File: src/rtl/seg7_pkg.sv
// Shared definitions for the 4-digit seven-segment scan controller:
// scan FSM encoding, active-low blanking constants and the hex glyph table.
package seg7_pkg;

    localparam logic [0:0] ST_BLANK = 1'b0;
    localparam logic [0:0] ST_SHOW  = 1'b1;

    localparam logic [3:0] ANODES_OFF = 4'b1111;
    localparam logic [6:0] SEG_OFF    = 7'b1111111;

    // Segment order {g,f,e,d,c,b,a}, a lit segment is 0.
    localparam logic [6:0] GLYPHS [16] = '{
        7'b1000000, 7'b1111001, 7'b0100100, 7'b0110000,
        7'b0011001, 7'b0010010, 7'b0000010, 7'b1111000,
        7'b0000000, 7'b0010000, 7'b0001000, 7'b0000011,
        7'b1000110, 7'b0100001, 7'b0000110, 7'b0001110
    };

    function automatic logic [3:0] anode_for(input logic [1:0] idx);
        return ~(4'b0001 << idx);
    endfunction

endpackage

File: src/rtl/hex_to_seg7.sv
// Purely combinational nibble-to-glyph lookup; holds no state.
module hex_to_seg7
    import seg7_pkg::*;
(
    input  logic [3:0] nibble,
    output logic [6:0] seg
);

    assign seg = GLYPHS[nibble];

endmodule

File: src/rtl/seg7_scan_controller.sv
// Multiplexed 4-digit display scanner with a double-buffered digit store.
// New digits only reach the display at a frame boundary, so a frame never tears.
module seg7_scan_controller
    import seg7_pkg::*;
#(
    parameter int PRESCALE     = 50000,
    parameter int BLANK_CYCLES = 4
) (
    input  logic       clk,
    input  logic       rst_n,
    input  logic       wr_en,
    input  logic [1:0] wr_addr,
    input  logic [3:0] wr_data,
    input  logic       commit,
    output logic       commit_pending,
    output logic       frame_done,
    output logic [3:0] an,
    output logic [6:0] seg7
);

    localparam int SHOW_CYCLES = PRESCALE - BLANK_CYCLES;
    localparam int CW          = (PRESCALE > 2) ? $clog2(PRESCALE) : 1;

    logic [0:0]    state;
    logic [1:0]    idx;
    logic [CW-1:0] cnt;
    logic [3:0]    shadow      [4];
    logic [3:0]    shadow_next [4];
    logic [3:0]    active      [4];
    logic [6:0]    glyph;
    logic          last_blank;
    logic          last_show;
    logic          do_copy;

    assign last_blank = (cnt == CW'(BLANK_CYCLES - 1));
    assign last_show  = (cnt == CW'(SHOW_CYCLES - 1));
    assign frame_done = (state == ST_SHOW) && (idx == 2'd3) && last_show;
    assign do_copy    = frame_done && (commit_pending || commit);

    // A write landing on the frame boundary must be part of the copy.
    always_comb begin
        shadow_next = shadow;
        if (wr_en) begin
            shadow_next[wr_addr] = wr_data;
        end
    end

    always_ff @(posedge clk) begin
        if (!rst_n) begin
            state <= ST_BLANK;
            idx   <= 2'd0;
            cnt   <= '0;
        end else if (state == ST_BLANK) begin
            if (last_blank) begin
                state <= ST_SHOW;
                cnt   <= '0;
            end else begin
                cnt <= cnt + CW'(1);
            end
        end else begin
            if (last_show) begin
                state <= ST_BLANK;
                idx   <= idx + 2'd1;
                cnt   <= '0;
            end else begin
                cnt <= cnt + CW'(1);
            end
        end
    end

    always_ff @(posedge clk) begin
        if (!rst_n) begin
            for (int i = 0; i < 4; i++) begin
                shadow[i] <= 4'd0;
                active[i] <= 4'd0;
            end
            commit_pending <= 1'b0;
        end else begin
            shadow <= shadow_next;
            if (do_copy) begin
                active         <= shadow_next;
                commit_pending <= 1'b0;
            end else if (commit) begin
                commit_pending <= 1'b1;
            end
        end
    end

    hex_to_seg7 u_decode (
        .nibble (active[idx]),
        .seg    (glyph)
    );

    // Outputs trail the scan state by one cycle and carry no input paths.
    always_ff @(posedge clk) begin
        if (!rst_n) begin
            an   <= ANODES_OFF;
            seg7 <= SEG_OFF;
        end else if (state == ST_SHOW) begin
            an   <= anode_for(idx);
            seg7 <= glyph;
        end else begin
            an   <= ANODES_OFF;
            seg7 <= SEG_OFF;
        end
    end

endmodule

File: config.mk
export PLATFORM = sky130hd
export DESIGN_NAME = seg7_scan_controller
export DESIGN_NICKNAME = d
export VERILOG_FILES = /design/src/rtl/seg7_pkg.sv /design/src/rtl/hex_to_seg7.sv /design/src/rtl/seg7_scan_controller.sv
export SDC_FILE = /design/constraint.sdc
export NUM_CORES = 1
export LEC_CHECK = 0
export CELL_PAD_IN_SITES_DETAIL_PLACEMENT = 1
export CELL_PAD_IN_SITES_GLOBAL_PLACEMENT = 2
export CORE_UTILIZATION = 40
export DETAILED_ROUTE_END_ITERATION = 8
export GPL_TIMING_DRIVEN = 0
export PLACE_DENSITY_LB_ADDON = 0.08
export SLEW_MARGIN = 20
export SYNTH_ARGS = -nofsm -noshare
export SYNTH_HDL_FRONTEND = slang
export SYNTH_SLANG_ARGS = --single-unit
File: constraint.sdc
create_clock -name clk -period 4.1 [get_ports clk]
set_input_delay 0.41 -clock clk [delete_from_list [all_inputs] [get_ports clk]]
set_output_delay 0.41 -clock clk [all_outputs]
set_load 0.01 [all_outputs]
==> results.md, run 1 <==
* Final worst slack at about 1.0 ns
* Setup bufs post-CTS at 0
* Area of the multi-input gates at between 1000 and 1500 um2
* Sequential area share after synthesis at 0.450
* Largest net degree at the start of global routing at 11
* CTS Hold Bufs at 0
* Placeable Area at between 6000 and 7000 um2
* Most frequent cell after synthesis: dfxtp_1
* Final worst path period need at between 3 and 4 ns
* Critical path, cell by cell: or4_4 > or4_4 > nor2_1 > and2_1 > clkdlybuf4s50_1
* Clk slew on worst S/H paths at roughly 0.060 ns
* Fmax at 326 MHz
* Number of synthesized flops with an enable pin at 0
* Synth top area cells: dfxtp_1, mux2_2, mux2i_1
* Slew @ Worst Pin at around 0.93 ns
* Peak supply drop at about 0.00016 V
* CTS Buf Count at 9
* FF/Latch Area at between 1000 and 1500 um2
* R2R depth at 6
* Vias in the first global route at approximately 2100
* Asr flop ratio synth at 0
* Io pins at 23
* CP Depth at 5
* Synth top cells by count: dfxtp_1, nor2_1, and2_1, mux2_2, mux2i_1
* Setup repair after global routing missed its margin: no
* Syn_nets at ~300
* Via count at about 2100
* Share of cells above drive strength 1 at 0.152
* FILL cells at about 800
* Slowest CP cell: or4_4
* Fin cells at around 410
* Final core utilization at 0.496
* Initial DRC count at between 40 and 50
* Max_cap viols at 0
* Routed len/inst at approximately 15 um
* Global-route wire length before repair at a little over 10000 um
* Total track usage at 0.186
* CTS max path bufs at 2
* Required @ worst endpoint at roughly 3.7 ns
* Library cells used by synthesis at 39
* Most used DFF post-synth: dfxtp_1
* Final WL at just over 6000 um
* Pins Over Slew Limit at 0
* Post-synthesis average cell area at just over 10 um2
* Ant diodes at 0
* DP Worst Slack at about 1.4 ns
* Setup Crit Path Kind: reg2out
* Static Leak at ~1.3 nW
* Final Hold Slack at roughly 0.48 ns
* Slew headroom at 0.381
* Top delay family on crit path: simple AND/OR/NAND/NOR gates
* CP startpoint kind: register
* Worst Path Arrival at 2.66 ns
* TNS Setup at 0 ns
* Hold depth at 1
* Area leader, netlist: dfxtp_1
* Worst Setup End Kind: output pin
* Root Buffer Master: clkbuf_8
* Clk_lat worst skew at approximately 0.34 ns
* Most common cell on crit path: or4_4
* Inst Count DP at a little under 400
* Endpoints failing setup at 0
* Pre-Repair DR Iteration Count at 4
* Slowest stage delay, CP at about 0.57 ns
* Die X at about 86 um
* Initial Util at 0.412
* CTS tree: done
* Post-route ant nets at 0
* CP bufs+invs at 1
* H-tree levels at 3
* Count of final hold-check violations at 0
* P&R area growth vs syn at 20.3%
* # clock sinks at 63
* Cells after Synth at ~280
* Placer Congestion at around 0.78
* # port buffers at 22
* Outcome: finished clean
* Power per cell area at roughly 390 nW/um2
* Clk_skew at roughly 0.0081 ns
* Die outline height at roughly 86 um
* Dpl hpwl at approximately 4500 um
* Final period util at 0.749
* Via/cell ratio at between 5 and 6
* Mapped Area at around 2800 um2
* Synthesized flop and latch total at 63
* HP Class: reg2reg
* Synth top area share at 0.450
* Resized cells post-CTS at 0
* Drt drc at 0
* Final #Nets at between 300 and 400
* Grt ovf at 0
* Yosys warns at 0
* Crit-path max FO at 5
* Die footprint at ~7300 um2
* Initial antenna violation count at 0
* # rows at 30
## state kept, by name, indices dropped and copies added (netlist names)
| register | cells |
|---|---|
| seg7 | 7 |
| an | 4 |
| idx | 2 |
| cnt | 16 |
| shadow | 16 |
| active | 16 |
| state | 1 |
| commit_pending | 1 |
## metal layers
layer	GRT usage	vias to the layer above	routed length (um)
met3	0.0356	12	163
met4	0.100	0	141
met2	0.300	26	2820
met1	0.235	995	2950
met5	0	-	0
li1	-	1035	-
## power breakdown
part / switching, mW / internal, mW / leakage [nW] / total (mW)
logic: 0.0375 / 0.0321 / 0.671 / 0.0696
registers: 0.00726 / 0.625 / 0.510 / 0.632
clock network: 0.240 / 0.363 / 0.119 / 0.603
total: 0.285 / 1.02 / 1.30 / 1.30
## logic make-up (layout without fill, tap and decap cells)
| group | after synthesis | in the layout | share of synthesized area |
|---|---|---|---|
| AOI/OAI and AO/OA | 29 | 29 | 0.0737 |
| buffers and inverters | 22 | 60 | 0.0353 |
| adders and majority gates | 11 | 11 | 0.0492 |
| and+or+nand+nor | 103 | 103 | 0.193 |
| xor gates and xnor gates | 12 | 12 | 0.0375 |
| muxes | 38 | 38 | 0.161 |
| DFF | 63 | 63 | 0.450 |
## worst paths after layout
check,from,to,slack (ns)
hold reg to reg,cnt[0]$_SDFF_PN0_,cnt[0]$_SDFF_PN0_,0.48
setup reg to reg,idx[0]$_SDFFE_PN0P_,seg7[0]$_SDFF_PN1_,1.63
setup / recovery,cnt[7]$_SDFF_PN0_,frame_done,1.03
hold / removal,cnt[0]$_SDFF_PN0_,cnt[0]$_SDFF_PN0_,0.48
## cell type report
type                    instances  share of cell area
clock inverters                 2              0.0104
multi-input cells             193               0.428
flip-flops and latches         63               0.374
repair buffers                 22              0.0654
inverters                      13              0.0145
well taps                      96              0.0357
clock buffers                  14              0.0572
plain buffers                   9              0.0149
## metrics by stage
| stage | total power, mW | cell area, um2 |
|---|---|---|
| 6_report | 1.30 | 3370 |
| 5_1_grt | 1.35 | 3370 |
| 4_1_cts | 1.32 | 3370 |
| 3_5_place_dp | 0.717 | 3140 |
| 3_3_place_gp | 0.715 | 3140 |
| 2_1_floorplan | 0.685 | 2800 |
## cell usage in the layout, fill, tap and decap left out, types with 2 or more instances in the layout
| master | count |
|---|---|
| dfxtp_1 | 63 |
| mux2_2 | 17 |
| clkbuf_1 | 6 |
| xnor2_1 | 10 |
| a21oi_1 | 11 |
| clkdlybuf4s50_1 | 22 |
| nand2_1 | 13 |
| mux4_2 | 4 |
| inv_1 | 13 |
| buf_6 | 2 |
| nand3b_1 | 2 |
| a31oi_1 | 3 |
| nand4_1 | 4 |
| or4_4 | 3 |
| nor4_1 | 3 |
| and2_1 | 17 |
| nand3_1 | 7 |
| or3_1 | 3 |
| nor2_1 | 39 |
| or4_1 | 3 |
| o221ai_1 | 2 |
| clkbuf_8 | 14 |
| o21ai_0 | 7 |
| ha_1 | 11 |
| xor2_1 | 2 |
| nor3_1 | 2 |
| mux2i_1 | 17 |
No activity file was read; power rests on OpenSTA's default activity.
==> run 2, diff against run 1 <==
--- a/config.mk
+++ b/config.mk
@@ -7,7 +7,7 @@
 export LEC_CHECK = 0
 export CELL_PAD_IN_SITES_DETAIL_PLACEMENT = 1
 export CELL_PAD_IN_SITES_GLOBAL_PLACEMENT = 2
-export CORE_UTILIZATION = 40
+export CORE_UTILIZATION = 37
 export DETAILED_ROUTE_END_ITERATION = 8
 export GPL_TIMING_DRIVEN = 0
 export PLACE_DENSITY_LB_ADDON = 0.08
==> constraint.sdc (replaced) <==
create_clock -name clk -period 3.14 [get_ports clk]
set_input_delay 0.314 -clock clk [delete_from_list [all_inputs] [get_ports clk]]
set_output_delay 0.314 -clock clk [all_outputs]
set_load 0.01 [all_outputs]
==> run 2 against run 1 <==
  * Highest routed layer unchanged
  * Wire length is 2.3% higher
  * Global-route usage down 0.73 points
  * Clock skew down 0.0026 ns
  * Worst hold slack worse by 0.0065 ns
  * Count of clock-buffer cells in the layout decreased by 4
  * Critical path type unchanged
  * Worst setup slack worse by 0.86 ns
==> results.md, run 2 (synthesis results as in run 1) <==
* P&R area growth vs syn at 21.0%
* Final WL at approximately 6200 um
* HP Start: cnt[0]$_SDFF_PN0_
* Worst Setup SP: cnt[7]$_SDFF_PN0_
* Die outline height at a little under 90 um
* H-tree levels at 3
* Clk slew on worst S/H paths at ~0.07 ns
* Initial DRC count at 43
* Outcome: finished clean
* Total track usage at 0.178
* Root Buffer Master: clkbuf_8
* Clk_lat worst skew at between 0.3 and 0.4 ns
* Slew @ Worst Pin at 0.838 ns
* Crit-path max FO at 5
* Pre-Repair DR Iteration Count at 4
* Setup repair after global routing missed its margin: no
* Slowest stage delay, CP at 0.57 ns
* Worst Setup End Kind: output pin
* CP startpoint kind: register
* # port buffers at 22
* Critical path, cell by cell: or4_4 > or4_4 > nor2_1 > and2_1 > clkdlybuf4s50_1
* Reg-to-Reg Start: idx[0]$_SDFFE_PN0P_
* Routed len/inst at roughly 15 um
* Post-route ant nets at 0
* Clk_skew at around 0.0055 ns
* Global-route wire length before repair at approximately 10000 um
* Initial antenna violation count at 0
* Max_cap viols at 0
* CTS Hold Bufs at 0
* Drt drc at 0
* Placer Congestion at around 0.74
* Static Leak at roughly 1.3 nW
* Most common cell on crit path: or4_4
* Slew headroom at 0.440
* Die X at roughly 89 um
* Slowest CP cell: or4_4
* Final Hold Slack at 0.469 ns
* CTS Buf Count at 9
* Setup bufs post-CTS at 0
* HP Class: reg2reg
* Ant diodes at 0
* Required @ worst endpoint at 2.83 ns
* Die footprint at just under 8000 um2
* TNS Setup at 0 ns
* # clock sinks at between 60 and 70
* Pins Over Slew Limit at 0
* Resized cells post-CTS at 0
* Via count at 2039
* Initial Util at 0.384
* Via/cell ratio at a little under 5
* Power per cell area at roughly 530 nW/um2
* Largest regs: active (16), cnt (16), shadow (16)
* CTS max path bufs at 2
* Fmax at approximately 340 MHz
* Setup Crit Path Kind: reg2out
* Endpoints failing setup at 0
* Final cell area excluding filler cells at about 3400 um2
* Share of cells above drive strength 1 at 0.152
* Commonest non-fill, non-tap cell in the layout: dfxtp_1
* Post-DP Area at around 3100 um2
* Peak supply drop at between 0.0002 and 0.0003 V
* Final #Nets at about 330
* Count of final hold-check violations at 0
* Dpl hpwl at between 4000 and 5000 um
* # rows at 31
* Most frequent cells in the layout: dfxtp_1, nor2_1, clkdlybuf4s50_1
* Grt ovf at 0
* Final worst path period need at about 3.0 ns
* CTS tree: done
* Largest net degree at the start of global routing at 12
* Vias in the first global route at ~2100
* Placeable Area at between 7000 and 8000 um2
* Final period util at 0.945
* Worst Path Arrival at 2.65 ns
* Io pins at 23
-- run 2: final cells by class --
class,instances,area [um2]
Buffer,9,50.0
Clock buffer,10,138
Clock inverter,6,108
Fill cell,854,3900
Inverter,13,48.8
Multi-Input combinational cell,193,1440
Sequential cell,63,1260
Tap cell,99,124
Timing Repair Buffer,22,220
-- run 2: routing by layer --
| metal | up-vias | wire length (um) | GRT usage |
|---|---|---|---|
| met5 | - | 0 | 0 |
| met4 | 0 | 99 | 0.0649 |
| met3 | 10 | 144 | 0.0443 |
| met2 | 20 | 3040 | 0.315 |
| met1 | 976 | 2930 | 0.211 |
| li1 | 1033 | - | - |
-- run 2: where the power goes --
group | internal [mW] | switching [mW]
clock network | 0.546 | 0.321
logic | 0.0418 | 0.0492
registers | 0.816 | 0.00961
-- run 2: final timing paths --
| kind | endpoint | slack [ns] | cells after the start |
|---|---|---|---|
| hold reg to reg | cnt[0]$_SDFF_PN0_ | 0.47 | 1 |
| hold / removal | cnt[0]$_SDFF_PN0_ | 0.47 | 1 |
| setup / recovery | frame_done | 0.17 | 5 |
| setup reg to reg | seg7[0]$_SDFF_PN1_ | 0.65 | 6 |
-- run 2: metrics by stage --
step | utilization | setup slack, ns | power (mW) | cells
CTS | 0.465 | 0.146 | 1.81 | 415
detailed placement | 0.431 | 0.530 | 0.937 | 399
global route | 0.465 | 0.0386 | 1.85 | 415
floorplan | - | 0.945 | 0.894 | 278
global placement | 0.431 | 0.526 | 0.935 | 399
finish | 0.465 | 0.174 | 1.78 | 415
-- run 2: critical path, delay by kind of cell, from the launching register on --
kind                   cells  cell delay (ns)
AND/OR/NAND/NOR            4             1.42
flip-flops                 1             0.36
buffers and inverters      1             0.53
==> run 3, diff against run 2 <==
--- a/config.mk
+++ b/config.mk
@@ -7,6 +7,7 @@
 export LEC_CHECK = 0
 export CELL_PAD_IN_SITES_DETAIL_PLACEMENT = 1
 export CELL_PAD_IN_SITES_GLOBAL_PLACEMENT = 2
+export CORE_MARGIN = 4
 export CORE_UTILIZATION = 37
 export DETAILED_ROUTE_END_ITERATION = 8
 export GPL_TIMING_DRIVEN = 0
==> run 3 against run 2 <==
  * Clock power down 7.6%
  * First-iteration DRC count down 14%
  * Worst setup slack worse by 0.028 ns
  * Critical path type unchanged
  * Largest power group is now registers
  * Highest routed layer unchanged
==> results.md, run 3 (synthesis results as in run 1) <==
* Initial Util at 0.384
* Die footprint at around 9000 um2
* Io pins at 23
* Clk_lat worst skew at ~0.34 ns
* Setup repair after global routing missed its margin: no
* Final period util at 0.954
* Die X at between 90 and 100 um
* Pins Over Slew Limit at 0
* # port buffers at 22
* Slew @ Worst Pin at 0.926 ns
* CTS tree: done
* Post-route ant nets at 0
* Setup Crit Path Kind: reg2out
* Dpl hpwl at about 4700 um
* Vias in the first global route at approximately 2100
* Largest regs: active (16), cnt (16), shadow (16)
* Total track usage at 0.156
* CTS Buf Count at 9
* Most frequent cells in the layout: dfxtp_1, nor2_1, clkdlybuf4s50_1
* Clk_skew at 0.00767 ns
* # clock sinks at 63
* CTS max path bufs at 2
* Final cell area excluding filler cells at 3370 um2
* Final #Nets at 332
* Share of cells above drive strength 1 at 0.146
* Area of the multi-input gates at roughly 1400 um2
* Initial DRC count at 37
* Slowest CP cell: or4_4
* Placeable Area at around 7300 um2
* Final Hold Slack at 0.473 ns
* Pre-Repair DR Iteration Count at 4
* Critical path, cell by cell: or4_4 > or4_4 > nor2_1 > and2_1 > clkdlybuf4s50_1
* Clk slew on worst S/H paths at ~0.07 ns
* Required @ worst endpoint at 2.83 ns
* Routed len/inst at roughly 15 um
* Final WL at 6380 um
* HP Class: reg2reg
* Via/cell ratio at around 5
* Most common cell on crit path: or4_4
* CTS Hold Bufs at 0
* FF/Latch Area at ~1300 um2
* Resized cells post-CTS at 0
* Final core utilization at 0.462
* Placer Congestion at ~0.84
* Crit-path max FO at 5
* CP startpoint kind: register
* Ant diodes at 0
* Via count at 2056
* Count of final hold-check violations at 0
* H-tree levels at 3
* Setup bufs post-CTS at 0
* Peak supply drop at roughly 0.00022 V
* Outcome: finished clean
* FILL cells at 860
* Initial antenna violation count at 0
* Die outline height at ~95 um
* Root Buffer Master: clkbuf_8
* Slowest stage delay, CP at 0.57 ns
* Power per cell area at 510 nW/um2
* Worst Setup End Kind: output pin
* Largest net degree at the start of global routing at 11
* Worst Path Arrival at 2.68 ns
* Global-route wire length before repair at roughly 11000 um
* Static Leak at 1.29 nW
* Grt ovf at 0
* Slew headroom at 0.382
* Endpoints failing setup at 0
* Fmax at about 330 MHz
* Post-route total power at approximately 1.7 mW
* Final worst path period need at 2.99 ns
* P&R area growth vs syn at 20.3%
* Drt drc at 0
* Max_cap viols at 0
* Commonest non-fill, non-tap cell in the layout: dfxtp_1
* Post-DP Area at around 3100 um2
* TNS Setup at 0 ns
* # rows at 31
-- run 3: where the power goes --
group          switching, mW  total [mW]  internal [mW]
Clock                  0.311       0.801          0.490
Combinational         0.0496      0.0916         0.0420
Sequential           0.00938       0.825          0.816
-- run 3: metal layers --
layer | up-vias | share of wire | track usage
met5 | - | 0 | 0
met4 | 0 | 0.019 | 0.0649
met3 | 11 | 0.026 | 0.0422
met2 | 17 | 0.47 | 0.256
met1 | 996 | 0.48 | 0.192
li1 | 1032 | - | -
-- run 3: final timing paths --
check	startpoint	cells after the start	slack [ns]	to
worst max-delay path	cnt[7]$_SDFF_PN0_	5	0.15	frame_done
worst max register to register	idx[0]$_SDFFE_PN0P_	6	0.66	seg7[0]$_SDFF_PN1_
worst min register to register	cnt[0]$_SDFF_PN0_	1	0.47	cnt[0]$_SDFF_PN0_
worst min-delay path	cnt[0]$_SDFF_PN0_	1	0.47	cnt[0]$_SDFF_PN0_
-- run 3: final cells by class --
type                            count  share of cell area
Clock buffer                       13              0.0472
Sequential cell                    63               0.374
Buffer                              9              0.0149
Inverter                           13              0.0145
Timing Repair Buffer               22              0.0654
Multi-Input combinational cell    193               0.428
Clock inverter                      3              0.0193
Tap cell                           99              0.0368
-- run 3: worst max-delay path: cells and delay by family, from the launching register on --
family	cells	cell delay, ns
buf+inv	1	0.54
simple gates	4	1.44
flops	1	0.35
-- run 3: through the flow --
| step | setup slack, ns | cells |
|---|---|---|
| after floorplan | 0.945 | 278 |
| final | 0.146 | 415 |
| after detailed placement | 0.494 | 399 |
| after global placement | 0.522 | 399 |
| after CTS | 0.120 | 415 |
| after global routing | 0.0540 | 415 |
==> RTL edit 1, RTL diff (settings of run 2) <==
Register the inputs `wr_en`, `wr_addr`, `wr_data` and `commit` before use, without a reset. The logic sees them one clock later.
--- a/src/rtl/seg7_scan_controller.sv
+++ b/src/rtl/seg7_scan_controller.sv
@@ -21,6 +21,18 @@
     localparam int SHOW_CYCLES = PRESCALE - BLANK_CYCLES;
     localparam int CW          = (PRESCALE > 2) ? $clog2(PRESCALE) : 1;
 
+    logic wr_en_q;
+    logic [1:0] wr_addr_q;
+    logic [3:0] wr_data_q;
+    logic commit_q;
+
+    always_ff @(posedge clk) begin
+        wr_en_q   <= wr_en;
+        wr_addr_q <= wr_addr;
+        wr_data_q <= wr_data;
+        commit_q  <= commit;
+    end
+
     logic [0:0]    state;
     logic [1:0]    idx;
     logic [CW-1:0] cnt;
@@ -35,13 +47,13 @@
     assign last_blank = (cnt == CW'(BLANK_CYCLES - 1));
     assign last_show  = (cnt == CW'(SHOW_CYCLES - 1));
     assign frame_done = (state == ST_SHOW) && (idx == 2'd3) && last_show;
-    assign do_copy    = frame_done && (commit_pending || commit);
+    assign do_copy    = frame_done && (commit_pending || commit_q);
 
     // A write landing on the frame boundary must be part of the copy.
     always_comb begin
         shadow_next = shadow;
-        if (wr_en) begin
-            shadow_next[wr_addr] = wr_data;
+        if (wr_en_q) begin
+            shadow_next[wr_addr_q] = wr_data_q;
         end
     end
 
@@ -80,7 +92,7 @@
             if (do_copy) begin
                 active         <= shadow_next;
                 commit_pending <= 1'b0;
-            end else if (commit) begin
+            end else if (commit_q) begin
                 commit_pending <= 1'b1;
             end
         end
Function: changed (a bounded check fails within 4 cycles, from zero or initial values and one cycle with rst_n low).
==> RTL edit 1 against run 2 <==
Sequential cell count is 8 higher; routed wire length down 2.4%; register-to-register slack improved by 0.02 ns; maximum frequency rose by 6.4%; design area up 4.5%; count of clock-buffer cells in the layout shrank 1; core utilization decreased by 0.88 points; worst setup slack improved by 0.18 ns; power up 2.3%; synthesized area is 6.7% higher; critical path type unchanged; critical endpoint unchanged; largest cell class unchanged; largest power group is now sequential cells.
==> RTL edit 1: results <==
[clock_tree]
cts_setup_buffers = 0
cts_max_path_buffers = 2
clk_pin_slew_ns = 0.08
cts_buffers = 9
cts.root.buffer_cell = clkbuf_8
h-tree-depth = 3
ctsResizeCount = 0
clk-insertion-delay-late_ns = 0.34

[power_and_ir_drop]
pg_seq_mw = 0.937
netSwitchingFraction = 0.226
vdd_drop_max_mv = 0.220
leakagePower_nw = 1.39
power_density_nw_per_um2 = 515
pwr-share-clk = 0.440

[global_route]
track_usage = 0.159
grt_max_degree = 14
grt_pass1_vias = 2196
grt_pass1_wl_mm = 10.4
antenna_found_initial = 0

[setup_path]
cp_slowest_cell = clkdlybuf4s50_1
rr_worst_depth = 6
crit_path_max_incr_delay_ns = 0.55
critical_path.max_fanout = 7
cpLargestDelayFamily = simple AND/OR/NAND/NOR gates

[worst_hold_path]
worstHoldPathType = in2reg
whs_path_depth = 3

[synth]
ys_warn_count = 0
syn_nets = 303
yosysSeqAreaShare = 0.476
synth_ff_type = dfxtp_1
synthTopCellsByArea = dfxtp_1, mux2i_1, mux2_4
async_reset_ff_frac = 0
synth.distinct_cells = 41
synth_largest_area_cell = dfxtp_1
syn_inst = 282
synthTopCellsByCount = dfxtp_1, nor2_1, mux2i_1

[drt]
first_pass_iters = 2
dr.first_iter.drc_count = 37
wl_per_cell_um = 14.4
vias_per_cell = 4.95

[placed_design]
post-place-cells = 405
place_congestion = 0.799
numPortBuffers = 21
pre_cts_ws_ns = 0.596
place_hpwl_mm = 4.51

[outcome]
status = completed

[final_layout]
drive_gt1_frac = 0.138
layout.cells.non_filler = 420
fin_nets = 335
reg_top3 = active (16), cnt (16), shadow (16)
num_antenna_cells = 0

[timing]
finClkSkew_ns = 0.00663
maxSlewHeadroom = 0.383
-- RTL edit 1: area by class of cell --
| cell class | count | area, um2 |
|---|---|---|
| Clock buffer | 9 | 124 |
| Tap cell | 102 | 128 |
| Inverter | 9 | 33.8 |
| Clock inverter | 6 | 93.8 |
| Multi-Input combinational cell | 191 | 1470 |
| Sequential cell | 71 | 1420 |
| Fill cell | 879 | 4230 |
| Timing Repair Buffer | 21 | 210 |
| Buffer | 11 | 60.1 |
-- RTL edit 1: final timing paths --
| kind | from | to | slack, ns |
|---|---|---|---|
| min | rst_n | commit_pending$_SDFFE_PP0P_ | 0.39 |
| max | cnt[5]$_SDFF_PN0_ | frame_done | 0.35 |
| max reg2reg | idx[0]$_SDFFE_PN0P_ | seg7[3]$_SDFF_PN1_ | 0.67 |
| min reg2reg | cnt[0]$_SDFF_PN0_ | cnt[0]$_SDFF_PN0_ | 0.47 |
-- RTL edit 1: per-layer routing --
metal  share of wire  track usage  vias up
met4           0.015       0.0625        0
met3           0.024       0.0398       10
met1            0.51        0.206      997
met5               0            0        -
li1                -            -     1052
met2            0.45        0.254       21
-- RTL edit 1: per-stage QoR --
step | area (um2) | hold slack, ns
after floorplan | 2990 | 0.342
after global placement | 3320 | 0.445
after detailed placement | 3320 | 0.461
after CTS | 3540 | 0.394
after global routing | 3540 | 0.397
final | 3540 | 0.387
-- RTL edit 1: cell families (layout without fill, tap and decap cells) --
group                    count (synthesis)  in the layout  synth area share
adder cells (fa/ha/maj)                 11             11            0.0461
AO/OA/AOI/OAI                           32             32            0.0737
flip-flops                              71             71             0.476
XOR/XNOR                                10             10            0.0293
AND/OR/NAND/NOR                        101            101             0.183
multiplexers                            37             37             0.160
buffers and inverters                   20             56            0.0314
==> RTL edit 2, RTL diff (settings of run 2) <==
Made on the original files. `PRESCALE`: 50000 -> 25000.
--- a/src/rtl/seg7_scan_controller.sv
+++ b/src/rtl/seg7_scan_controller.sv
@@ -3,7 +3,7 @@
 module seg7_scan_controller
     import seg7_pkg::*;
 #(
-    parameter int PRESCALE     = 50000,
+    parameter int PRESCALE     = 25000,
     parameter int BLANK_CYCLES = 4
 ) (
     input  logic       clk,
Behaviour: no difference found for any inputs over 10 cycles, from zero or initial values and one cycle with rst_n low; that may be too few to reach the edited logic, so the function may still have changed.
==> RTL edit 2 against run 2 <==
Sequential share of layout area down 0.28 points; sequential power down 2%; worst setup slack better by 0.43 ns; largest power group is now sequential cells; synthesized cell count down 2.9%; routed wire length down 2.3%; global-route usage up 0.080 points; synthesized area down 0.13%; sequential cell count down 1; hold slack worse by 0.017 ns; power down 7.1%; design area down 0.85%; die area down 0.13%; combinational power down 0.8%.
==> RTL edit 2: results <==
[outcome]
status = completed

[final_layout]
reg_top3 = active (16), shadow (16), cnt (15)
layout.cells.non_filler = 407
fin_nets = 324
fill_cells = 847

[power_and_ir_drop]
total_power_mw = 1.66
combinationalPowerShare = 0.055
vdd_drop_max_mv = 0.191
leakagePower_nw = 1.34
pwr-share-seq = 0.490
netSwitchingFraction = 0.217

[placed_design]
place_hpwl_mm = 4.38
post-place-cells = 391
place_congestion = 0.744
dpl_cell_area_um2 = 3140

[global_route]
grt_pass1_vias = 2038
track_usage = 0.179
grt_use_met2 = 0.272
use_met1 = 0.243
met3_usage = 0.0526
grt_max_degree = 11
grt_pass1_wl_mm = 10.4

[synth]
syn_inst = 270
syn_nets = 291
synth.distinct_cells = 40
synthTopCellsByArea = dfxtp_1, mux2i_1, mux2_4
yosysSeqAreaShare = 0.444

[setup_path]
critical_path.max_fanout = 6
crit_path_max_incr_delay_ns = 0.54
arrival_ns = 2.22
cpLargestDelayFamily = buffers and inverters
cp_slowest_cell = clkdlybuf4s50_1

[drt]
wl_mm = 6.07
dr_wl_met2_mm = 2.66
wl_met1_mm = 3.12
dr.first_iter.drc_count = 50
vias_per_cell = 4.97
wl_met3_um = 181

[timing]
worst_pin_slew_ns = 0.566
finClkSkew_ns = 0.00659
RTL edit 2: changes by cell type after synthesis, moves of 10 or more:
cell,delta
mux2_4,+10
mux2_2,-11
nor2_1,-19
nor3_1,+14
RTL edit 2: final timing paths:
path,from,depth (start not counted),to,slack [ns]
worst min-delay path,cnt[0]$_SDFF_PN0_,1,cnt[0]$_SDFF_PN0_,0.45
worst max-delay path,cnt[0]$_SDFF_PN0_,6,frame_done,0.61
worst min register to register,cnt[0]$_SDFF_PN0_,1,cnt[0]$_SDFF_PN0_,0.45
worst max register to register,idx[0]$_SDFFE_PN0P_,7,seg7[3]$_SDFF_PN1_,0.99
RTL edit 2: worst register-to-register path: stages (launching register included):
cell       delay (ns)
dfxtp_1          0.36
buf_2            0.25
mux4_2           0.62
inv_1            0.15
ha_1             0.18
nor2b_1          0.05
a2111oi_0        0.36
a31oi_1          0.07
RTL edit 2: area by class of cell:
| type | instances | area [um2] | share of cell area |
|---|---|---|---|
| Buffer | 12 | 67.6 | 0.0201 |
| Clock inverter | 2 | 37.5 | 0.0112 |
| Sequential cell | 62 | 1240 | 0.369 |
| Multi-Input combinational cell | 187 | 1450 | 0.433 |
| Timing Repair Buffer | 22 | 220 | 0.0655 |
| Inverter | 9 | 33.8 | 0.0101 |
| Tap cell | 99 | 124 | 0.0369 |
| Clock buffer | 14 | 183 | 0.0544 |
RTL edit 2: logic make-up (layout without fill, tap and decap cells):
kind of cell             count (synthesis)  after routing  share of synthesized area
flip-flops                              62             62                      0.444
AO/OA/AOI/OAI                           24             24                     0.0609
adder cells (fa/ha/maj)                 11             11                     0.0492
multiplexers                            37             37                      0.171
buffers and inverters                   21             59                     0.0362
AND/OR/NAND/NOR                        103            103                      0.201
XOR/XNOR                                12             12                     0.0376
